### config.mk
export PLATFORM = sky130hd
export DESIGN_NAME = hilo_muldiv
export DESIGN_NICKNAME = d
export VERILOG_FILES = /design/src/rtl/hilo_pkg.sv /design/src/rtl/hilo_div_iter.sv /design/src/rtl/hilo_muldiv.sv
export SDC_FILE = /design/constraint.sdc
export NUM_CORES = 2
export LEC_CHECK = 0
export ABC_AREA = 1
export BUFFER_PORTS_ARGS = -buffer_cell sky130_fd_sc_hd__buf_2
export CAP_MARGIN = 20
export CORE_MARGIN = 4
export CORE_UTILIZATION = 65
export DETAILED_ROUTE_END_ITERATION = 12
export HOLD_SLACK_MARGIN = 0.08
export PLACE_DENSITY = 0.85
export SLEW_MARGIN = 20
export SYNTH_ARGS = -nofsm -noshare
export SYNTH_HDL_FRONTEND = slang
export SYNTH_SLANG_ARGS = --single-unit
### constraint.sdc
create_clock -name i_clock -period 11.1 [get_ports i_clock]
set_input_delay 1.11 -clock i_clock [delete_from_list [all_inputs] [get_ports i_clock]]
set_output_delay 1.11 -clock i_clock [all_outputs]
set_load 0.05 [all_outputs]
### src/rtl/hilo_pkg.sv
// Shared definitions for the HI/LO multiply/divide unit: op codes, FSM states
// and read-port address codes.
package hilo_pkg;

  // Operation codes presented on i_op when i_start is raised
  typedef enum logic [2:0] {
    OP_MULT  = 3'b000,
    OP_MULTU = 3'b001,
    OP_DIV   = 3'b010,
    OP_DIVU  = 3'b011,
    OP_MTHI  = 3'b100,
    OP_MTLO  = 3'b101
  } op_e;

  // Control FSM states; anything other than ST_IDLE means a mul/div is in flight
  typedef enum logic [1:0] {
    ST_IDLE = 2'd0,
    ST_MUL  = 2'd1,
    ST_DIV  = 2'd2,
    ST_FIX  = 2'd3
  } state_e;

  // Read-port address codes
  localparam logic [1:0] ADDR_HI = 2'b10;
  localparam logic [1:0] ADDR_LO = 2'b01;

  // True for the two multiply flavours
  function automatic logic isMulOp(input logic [2:0] op);
    return (op == OP_MULT) || (op == OP_MULTU);
  endfunction

  // True for the two divide flavours
  function automatic logic isDivOp(input logic [2:0] op);
    return (op == OP_DIV) || (op == OP_DIVU);
  endfunction

endpackage

### src/rtl/hilo_div_iter.sv
// Iterative restoring divider. Works on magnitudes, produces one quotient bit
// per cycle for WIDTH cycles, then holds signed results for one fix cycle.
module hilo_div_iter #(
  parameter int WIDTH = 32
) (
  input  logic             i_clock,
  input  logic             i_reset,
  input  logic             i_start,
  input  logic             i_signed,
  input  logic [WIDTH-1:0] i_dividend,
  input  logic [WIDTH-1:0] i_divisor,
  input  logic             i_cancel,
  output logic [WIDTH-1:0] o_quotient,
  output logic [WIDTH-1:0] o_remainder,
  output logic             o_lastIter,
  output logic             o_fixValid
);

  localparam int CW = (WIDTH > 1) ? $clog2(WIDTH) : 1;
  localparam logic [CW-1:0] LAST_STEP = CW'(WIDTH - 1);

  logic [WIDTH-1:0] r_quo;
  logic [WIDTH-1:0] r_rem;
  logic [WIDTH-1:0] r_divisor;
  logic [CW-1:0]    r_count;
  logic             r_busy;
  logic             r_fix;
  logic             r_negQ;
  logic             r_negR;

  logic             w_aNeg;
  logic             w_bNeg;
  logic [WIDTH-1:0] w_aMag;
  logic [WIDTH-1:0] w_bMag;
  logic [WIDTH:0]   w_shift;
  logic [WIDTH:0]   w_diff;
  logic             w_qBit;
  logic [WIDTH:0]   w_quoShift;
  logic [WIDTH-1:0] w_remNext;

  // Operand magnitudes for signed divides; unsigned divides pass through raw
  always_comb begin
    w_aNeg = i_signed & i_dividend[WIDTH-1];
    w_bNeg = i_signed & i_divisor[WIDTH-1];
    w_aMag = w_aNeg ? -i_dividend : i_dividend;
    w_bMag = w_bNeg ? -i_divisor : i_divisor;
  end

  // One restoring step: shift in the next dividend bit and try to subtract.
  // A borrow out of the extra top bit means the trial subtraction failed.
  always_comb begin
    w_shift    = {r_rem, r_quo[WIDTH-1]};
    w_diff     = w_shift - {1'b0, r_divisor};
    w_qBit     = ~w_diff[WIDTH];
    w_remNext  = w_qBit ? w_diff[WIDTH-1:0] : w_shift[WIDTH-1:0];
    w_quoShift = {r_quo, w_qBit};
  end

  // Iteration control and datapath registers; cancel and reset drop any work
  always_ff @(posedge i_clock) begin
    if (i_reset) begin
      r_quo     <= '0;
      r_rem     <= '0;
      r_divisor <= '0;
      r_count   <= '0;
      r_busy    <= 1'b0;
      r_fix     <= 1'b0;
      r_negQ    <= 1'b0;
      r_negR    <= 1'b0;
    end else if (i_cancel) begin
      r_count <= '0;
      r_busy  <= 1'b0;
      r_fix   <= 1'b0;
    end else if (i_start) begin
      r_quo     <= w_aMag;
      r_rem     <= '0;
      r_divisor <= w_bMag;
      r_count   <= '0;
      r_busy    <= 1'b1;
      r_fix     <= 1'b0;
      r_negQ    <= w_aNeg ^ w_bNeg;
      r_negR    <= w_aNeg;
    end else if (r_busy) begin
      r_quo <= w_quoShift[WIDTH-1:0];
      r_rem <= w_remNext;
      if (r_count == LAST_STEP) begin
        r_busy  <= 1'b0;
        r_fix   <= 1'b1;
        r_count <= '0;
      end else begin
        r_count <= r_count + 1'b1;
      end
    end else begin
      r_fix <= 1'b0;
    end
  end

  // Sign fix-up: quotient truncates toward zero, remainder follows the dividend
  always_comb begin
    o_quotient  = r_negQ ? -r_quo : r_quo;
    o_remainder = r_negR ? -r_rem : r_rem;
    o_lastIter  = r_busy && (r_count == LAST_STEP);
    o_fixValid  = r_fix;
  end

endmodule

### src/rtl/hilo_muldiv.sv
// HI/LO register pair with a multi-cycle multiply/divide engine, single-cycle
// MTHI/MTLO writes and a read port that bypasses same-cycle writes.
module hilo_muldiv
  import hilo_pkg::*;
#(
  parameter int WIDTH      = 32,
  parameter int MUL_CYCLES = 4
) (
  input  logic             i_clock,
  input  logic             i_reset,
  input  logic             i_start,
  input  logic [2:0]       i_op,
  input  logic [WIDTH-1:0] i_src_a,
  input  logic [WIDTH-1:0] i_src_b,
  input  logic             i_cancel,
  output logic             o_busy,
  output logic             o_done,
  output logic             o_div_by_zero,
  input  logic [1:0]       i_r_addr,
  output logic [WIDTH-1:0] o_r_data
);

  localparam int MCW = (MUL_CYCLES > 1) ? $clog2(MUL_CYCLES) : 1;
  localparam logic [MCW-1:0] MUL_LOAD = MCW'(MUL_CYCLES - 1);

  state_e             r_state;
  logic [MCW-1:0]     r_mulCount;
  logic [2*WIDTH-1:0] r_product;
  logic               r_divZero;
  logic               r_mulPend;
  logic [WIDTH-1:0]   r_hi;
  logic [WIDTH-1:0]   r_lo;

  logic               w_idle;
  logic               w_accept;
  logic               w_mthi;
  logic               w_mtlo;
  logic               w_mulStart;
  logic               w_divStart;
  logic               w_signedMul;
  logic [2*WIDTH-1:0] w_aExt;
  logic [2*WIDTH-1:0] w_bExt;
  logic [2*WIDTH-1:0] w_product;
  logic               w_mulDoneRaw;
  logic               w_divDoneRaw;
  logic               w_mulWrite;
  logic               w_divWrite;
  logic [WIDTH-1:0]   w_hiNext;
  logic [WIDTH-1:0]   w_loNext;
  logic [WIDTH-1:0]   w_divQuo;
  logic [WIDTH-1:0]   w_divRem;
  logic               w_divLast;
  logic               w_divFixValid;

  // Issue decode: start only counts in IDLE and never alongside cancel
  always_comb begin
    w_idle      = (r_state == ST_IDLE);
    w_accept    = i_start & ~i_cancel & w_idle;
    w_mthi      = w_accept && (i_op == OP_MTHI);
    w_mtlo      = w_accept && (i_op == OP_MTLO);
    w_mulStart  = w_accept && isMulOp(i_op);
    w_divStart  = w_accept && isDivOp(i_op);
    w_signedMul = (i_op == OP_MULT);
  end

  // Full-width product; sign-extending both operands to 2*WIDTH lets one
  // unsigned multiplier serve MULT and MULTU alike
  always_comb begin
    w_aExt    = {{WIDTH{w_signedMul & i_src_a[WIDTH-1]}}, i_src_a};
    w_bExt    = {{WIDTH{w_signedMul & i_src_b[WIDTH-1]}}, i_src_b};
    w_product = w_aExt * w_bExt;
  end

  hilo_div_iter #(
    .WIDTH(WIDTH)
  ) u_div (
    .i_clock    (i_clock),
    .i_reset    (i_reset),
    .i_start    (w_divStart),
    .i_signed   (i_op == OP_DIV),
    .i_dividend (i_src_a),
    .i_divisor  (i_src_b),
    .i_cancel   (i_cancel),
    .o_quotient (w_divQuo),
    .o_remainder(w_divRem),
    .o_lastIter (w_divLast),
    .o_fixValid (w_divFixValid)
  );

  // Completion and write qualification; cancel in the done cycle kills both
  always_comb begin
    w_mulDoneRaw  = ((r_state == ST_MUL) && (r_mulCount == '0)) || r_mulPend;
    w_divDoneRaw  = (r_state == ST_FIX) & w_divFixValid;
    w_mulWrite    = w_mulDoneRaw & ~i_cancel;
    w_divWrite    = w_divDoneRaw & ~i_cancel & ~r_divZero;
    o_busy        = ~w_idle;
    o_done        = (w_mulDoneRaw | w_divDoneRaw) & ~i_cancel;
    o_div_by_zero = w_divDoneRaw & ~i_cancel & r_divZero;
  end

  // Control FSM: latency counter for multiplies, sequencing for divides
  always_ff @(posedge i_clock) begin
    if (i_reset) begin
      r_state    <= ST_IDLE;
      r_mulCount <= '0;
      r_product  <= '0;
      r_divZero  <= 1'b0;
      r_mulPend  <= 1'b0;
    end else begin
      case (r_state)
        ST_IDLE: begin
          r_mulPend <= 1'b0;
          if (w_mulStart) begin
            r_product <= w_product;
            if (MUL_CYCLES == 1) begin
              r_mulPend <= 1'b1;
            end else begin
              r_state    <= ST_MUL;
              r_mulCount <= MUL_LOAD;
            end
          end else if (w_divStart) begin
            r_state   <= ST_DIV;
            r_divZero <= (i_src_b == '0);
          end
        end
        ST_MUL: begin
          if (i_cancel || (r_mulCount == '0)) begin
            r_state    <= ST_IDLE;
            r_mulCount <= '0;
          end else begin
            r_mulCount <= r_mulCount - 1'b1;
          end
        end
        ST_DIV: begin
          if (i_cancel) begin
            r_state <= ST_IDLE;
          end else if (w_divLast) begin
            r_state <= ST_FIX;
          end
        end
        ST_FIX: begin
          r_state <= ST_IDLE;
        end
        default: begin
          r_state <= ST_IDLE;
        end
      endcase
    end
  end

  // Next HI/LO values; an MT op issued in a MUL_CYCLES=1 done cycle is the
  // younger instruction, so it wins over the pending product
  always_comb begin
    w_hiNext = r_hi;
    w_loNext = r_lo;
    if (w_mthi) begin
      w_hiNext = i_src_a;
    end else if (w_mulWrite) begin
      w_hiNext = r_product[2*WIDTH-1:WIDTH];
    end else if (w_divWrite) begin
      w_hiNext = w_divRem;
    end
    if (w_mtlo) begin
      w_loNext = i_src_a;
    end else if (w_mulWrite) begin
      w_loNext = r_product[WIDTH-1:0];
    end else if (w_divWrite) begin
      w_loNext = w_divQuo;
    end
  end

  // HI/LO storage
  always_ff @(posedge i_clock) begin
    if (i_reset) begin
      r_hi <= '0;
      r_lo <= '0;
    end else begin
      r_hi <= w_hiNext;
      r_lo <= w_loNext;
    end
  end

  // Read port returns the post-edge value so a same-cycle write is visible
  always_comb begin
    case (i_r_addr)
      ADDR_HI: o_r_data = w_hiNext;
      ADDR_LO: o_r_data = w_loNext;
      default: o_r_data = '0;
    endcase
  end

endmodule
-- Yosys cells after proc, flatten, opt, wreduce, memory -nomap -nowiden
Cells that the tools add are included.
- equal/unequal tests: 15
- add/sub/neg operators: 7
- muxes and demuxes: 29
- multipliers: 1
- reductions and logical operators: 24
- bitwise operators: 20
- operators by type and width (cell ; number):
    $mux W32 ; 15
    $neg A32 Y32 ; 4
    $mul A33 B33 Y64 ; 1
    $pmux W32 S2 ; 1
    $sub A33 B32 Y33 ; 1
    $logic_not A32 Y1 ; 1
    $mux W2 ; 7
    $and A1 B1 Y1 ; 12
    $pmux W2 S4 ; 1
    $reduce_and A2 Y1 ; 4
    $eq A2 B2 Y1 const B ; 3
    $eq A3 B2 Y1 const B ; 2
    $eq A3 B3 Y1 const B ; 2
    $logic_and A1 B1 Y1 ; 6
    $not A1 Y1 ; 6
    $reduce_and A3 Y1 ; 2
    $add A5 B1 Y5 const B ; 1
    $eq A5 B5 Y1 const B ; 1
    $mux W5 ; 1
    $eq A2 B1 Y1 const B ; 2
    $logic_not A2 Y1 ; 2
    $ne A2 B1 Y1 const B ; 2
    $pmux W2 S2 ; 1
    $reduce_bool A2 Y1 ; 2
    other kinds (12) ; 16
- output and inout port bits: 35
- word-level logic and storage cells: 110
- bits in registers: 238
- input port bits: 73

-- Depth between registers and ports, before layout
- word-level depth: 8
- depth in mapped cells: 34
- gate-level depth less buffers: 32

-- Cells and area by module
A second synthesis with hierarchy kept.
- cells, all modules: 7913
- area total of the unflattened synthesis: 57493.9 um^2
- modules (own cells, without submodules) (module ; times used ; area an instance (um^2) ; cells each ; seq. area each (um^2)):
    hilo_muldiv ; 1 ; 47076.4 ; 6093 ; 2662.6
    hilo_div_iter ; 1 ; 10417.5 ; 1820 ; 2102.0

-- Worst setup path after synthesis
OpenSTA, ideal clock, no wires.
- kind: input to register
- start: input i_op[0]
- end: register r_product[55]
- stages on the path: 29
- arrival: 8.422 ns
- data required time: 10.991 ns
- path slack: 2.569 ns
- buffers on the path: 2
- path through: inv_1 > nand2_1 > clkbuf_1 > clkbuf_1 > nor2_1 > fa_1 > fa_1 > fa_1 > inv_1 > fa_1 > inv_1 > fa_1 > fa_1 > inv_1 > fa_1 > fa_1 > inv_1 > ha_1 > nand2_1 > nor2_1 > inv_1 > nor2_1 > inv_1 > nor4_1 > nand2_1 > nand4_1 > nand3_1 > nand2_1 > inv_1
- longest elaborated chain between the ends: 4
- elaborated cells on any way between the ends: 8
- classes of those cells: mul (1); eq/ne (1); bitwise (2); reduce/logical (4)
- RTL lines (item ; line ; text):
    start: declaration ; hilo_muldiv.sv:12 ; input logic [2:0] i_op,
    branches (longest 4 deep; another with $mul A33 B33 Y64) ; - ;
    end signal: assignment ; hilo_muldiv.sv:114 ; r_product <= w_product;
    end: declaration ; hilo_muldiv.sv:28 ; logic [2*WIDTH-1:0] r_product;
Several ways; the timed one is not identified.
A chain may end at the register's enable or synchronous reset.

-- Final worst setup path
- start: input i_op[0]
- end: register r_product[62]
The elaborated chain is that of the path after synthesis.

==> out/metrics.yaml <==
arrival_ns: 9.70
drt_iter0_drc: 5887
syn_inst: 7739
wire_per_inst_um: 21.5
synth_nets: 9191
crit_fanout: 16
syn_area_um2: 56400
ios: 108
viasPerCell: 5.88
final_net_count: 9022
final_cell_mix: "nand2_1 (1946), inv_1 (1879), fa_1 (1126)"
holdWs_ns: 0.468
drv_slew: 0
grt_pass1_vias: 53700
ys_seq_area_frac: 0.0845
cts_setup_buffers: 0
grt_max_degree: 85
synth_edf_count: 0
criticalPathCategory: "in -> reg"
min_to: "u_div.r_count[4]"
synth.distinct_cells: 53
maxCapViolations: 0
start_util: 0.659
gp_congestion: 1.13
min_period_ns: 9.23
synthArstFlopShare: 0
dp_hpwl_um: 151000
clock_skew_ns: 0.0125
cts_tree: "built"
cp_slowest_cell: "fa_1"
clock-sinks: 238
die_y_um: 303
clk_pin_slew_ns: 0.06
dieArea_um2: 91500
area_delta_synth_final_pct: 3.80
setup_viol: 0
drive_above_1_share: 0.0421
row_count: 107
max_freq_ghz: 0.108
gr-usage-all-layers: 0.419
synth.avg_cell_area_um2: 7.29
totalWireLength_um: 188000
ys_ff_latch: 238
finalSetupTns_ns: 0
rsz0062_at_grt: "no"
worst_hold_startpoint: "u_div.r_count[4]"
core_um2: 85500
final_common_cell: "nand2_1"
reg2reg_slack_ns: 7.18
required_ns: 11.58
antenna_found_initial: 16
port_buffers: 107
worst_path_most_repeated_cell: "inv_1"
finalHoldViolations: 0
clk_latency_ns: 0.58
r2r_end: "u_div.r_rem[31]"
yosysWarningCount: 0
reg2reg_from: "r_state[1]"
end_kind: "register"
status: "finished, final reports clean"
fin_crit_sh: 0.831
ant_nets: 0
overflow: 0
n_fill_cell: 7071
root_buffer: "clkbuf_16"
reg2reg_depth: 11
numCtsBuffers: 28
tightest_slew_ns: 1.12
num_vias: 51400
maxSlewHeadroom: 0.252
cpPeakStageDelay_ns: 0.82
hp-class: "reg -> reg"
cts_hold_buf: 0
clockBufferDepth: 3
cts_htree_levels: 1
grt_pass1_wl_um: 296000
drc: 0
synth_flop_cell: "dfxtp_1"
cts_resized: 0
die_w_um: 303
worstSetupStartpointType: "input port"
worst_hold_path.num_cells: 2
first_pass_iters: 9
## worst max path at each step
| stage | startpoint | end | depth (start not counted) |
|---|---|---|---|
| global route | i_op[0] | r_product[59] | 28 |
| finish | i_op[0] | r_product[62] | 33 |
| floorplan | i_op[0] | r_product[55] | 29 |
| detailed placement | i_op[0] | r_product[55] | 28 |
| global placement | i_op[0] | r_product[59] | 28 |
| CTS | i_op[0] | r_product[61] | 29 |
## per-layer routing
metal / vias up / wire length (um) / global-route usage
met5: - / 88 / 0
met4: 14 / 15000 / 0.259
met3: 919 / 23600 / 0.112
met2: 3350 / 83800 / 0.662
met1: 24700 / 65800 / 0.517
li1: 22400 / - / -
## cells in the mapped netlist (9+ instances only)
cell,instances,area (um^2)
a21o_1,10,75.1
a21oi_1,371,1860
a31oi_1,35,219
buf_1,70,263
buf_2,49,245
clkbuf_1,266,998
dfxtp_1,238,4760
fa_1,1126,22500
ha_1,253,3170
inv_1,1880,7060
inv_2,10,37.5
nand2_1,1947,7310
nand3_1,314,1570
nand3b_1,13,97.6
nand4_1,40,250
nor2_1,486,1820
nor2_2,11,68.8
nor3_1,36,180
nor4_1,9,56.3
o211ai_1,42,315
o21a_1,38,285
o21ai_0,264,1320
o21ai_1,13,65.1
o21bai_1,23,173
o22ai_1,23,144
or2_2,17,106
xnor2_1,34,298
xor2_1,51,447
## state kept, by name (all words and copies together), names as in the netlist, 2 cells and up
| name | cells |
|---|---|
| r_product | 64 |
| u_div.r_count | 5 |
| r_state | 2 |
| r_lo | 32 |
| r_hi | 32 |
| u_div.r_divisor | 32 |
| u_div.r_rem | 32 |
| r_mulCount | 2 |
| u_div.r_quo | 32 |
## critical path: cells and delay by family
| family | cells | cell delay (ns) |
|---|---|---|
| adder cells (fa/ha/maj) | 9 | 5.00 |
| AND/OR/NAND/NOR | 10 | 1.80 |
| buffers and inverters | 14 | 1.74 |
## cells by family after synthesis
kind of cell,synth area share
XOR/XNOR,0.0132
AO/OA/AOI/OAI,0.0821
adder cells (fa/ha/maj),0.456
buffers and inverters,0.154
AND/OR/NAND/NOR,0.210
flip-flops,0.0845
## metrics by stage
| step | area (um^2) | cells | util | worst slack, ns |
|---|---|---|---|---|
| 6_report | 58500 | 8743 | 0.684 | 1.87 |
| 5_1_grt | 58500 | 8739 | 0.684 | 1.38 |
| 4_1_cts | 58500 | 8736 | 0.684 | 1.93 |
| 3_5_place_dp | 57400 | 8684 | 0.671 | 1.38 |
| 3_3_place_gp | 57400 | 8684 | 0.671 | 1.49 |
| 2_1_floorplan | 56400 | 7739 | - | 2.57 |
## area by class of cell
cell class	instances	area (um^2)	share of cell area
clock inverters	14	224	0.00383
flip-flops and latches	238	4760	0.0814
diodes	7	17.5	0.000299
clock buffers	38	840	0.0143
multi-input cells	5216	43000	0.734
well taps	1144	1430	0.0245
repair buffers	194	1190	0.0204
inverters	1892	7100	0.121
Power is not shown: default switching activity piles up to over one toggle a cycle in this logic, so the estimate is an artifact.
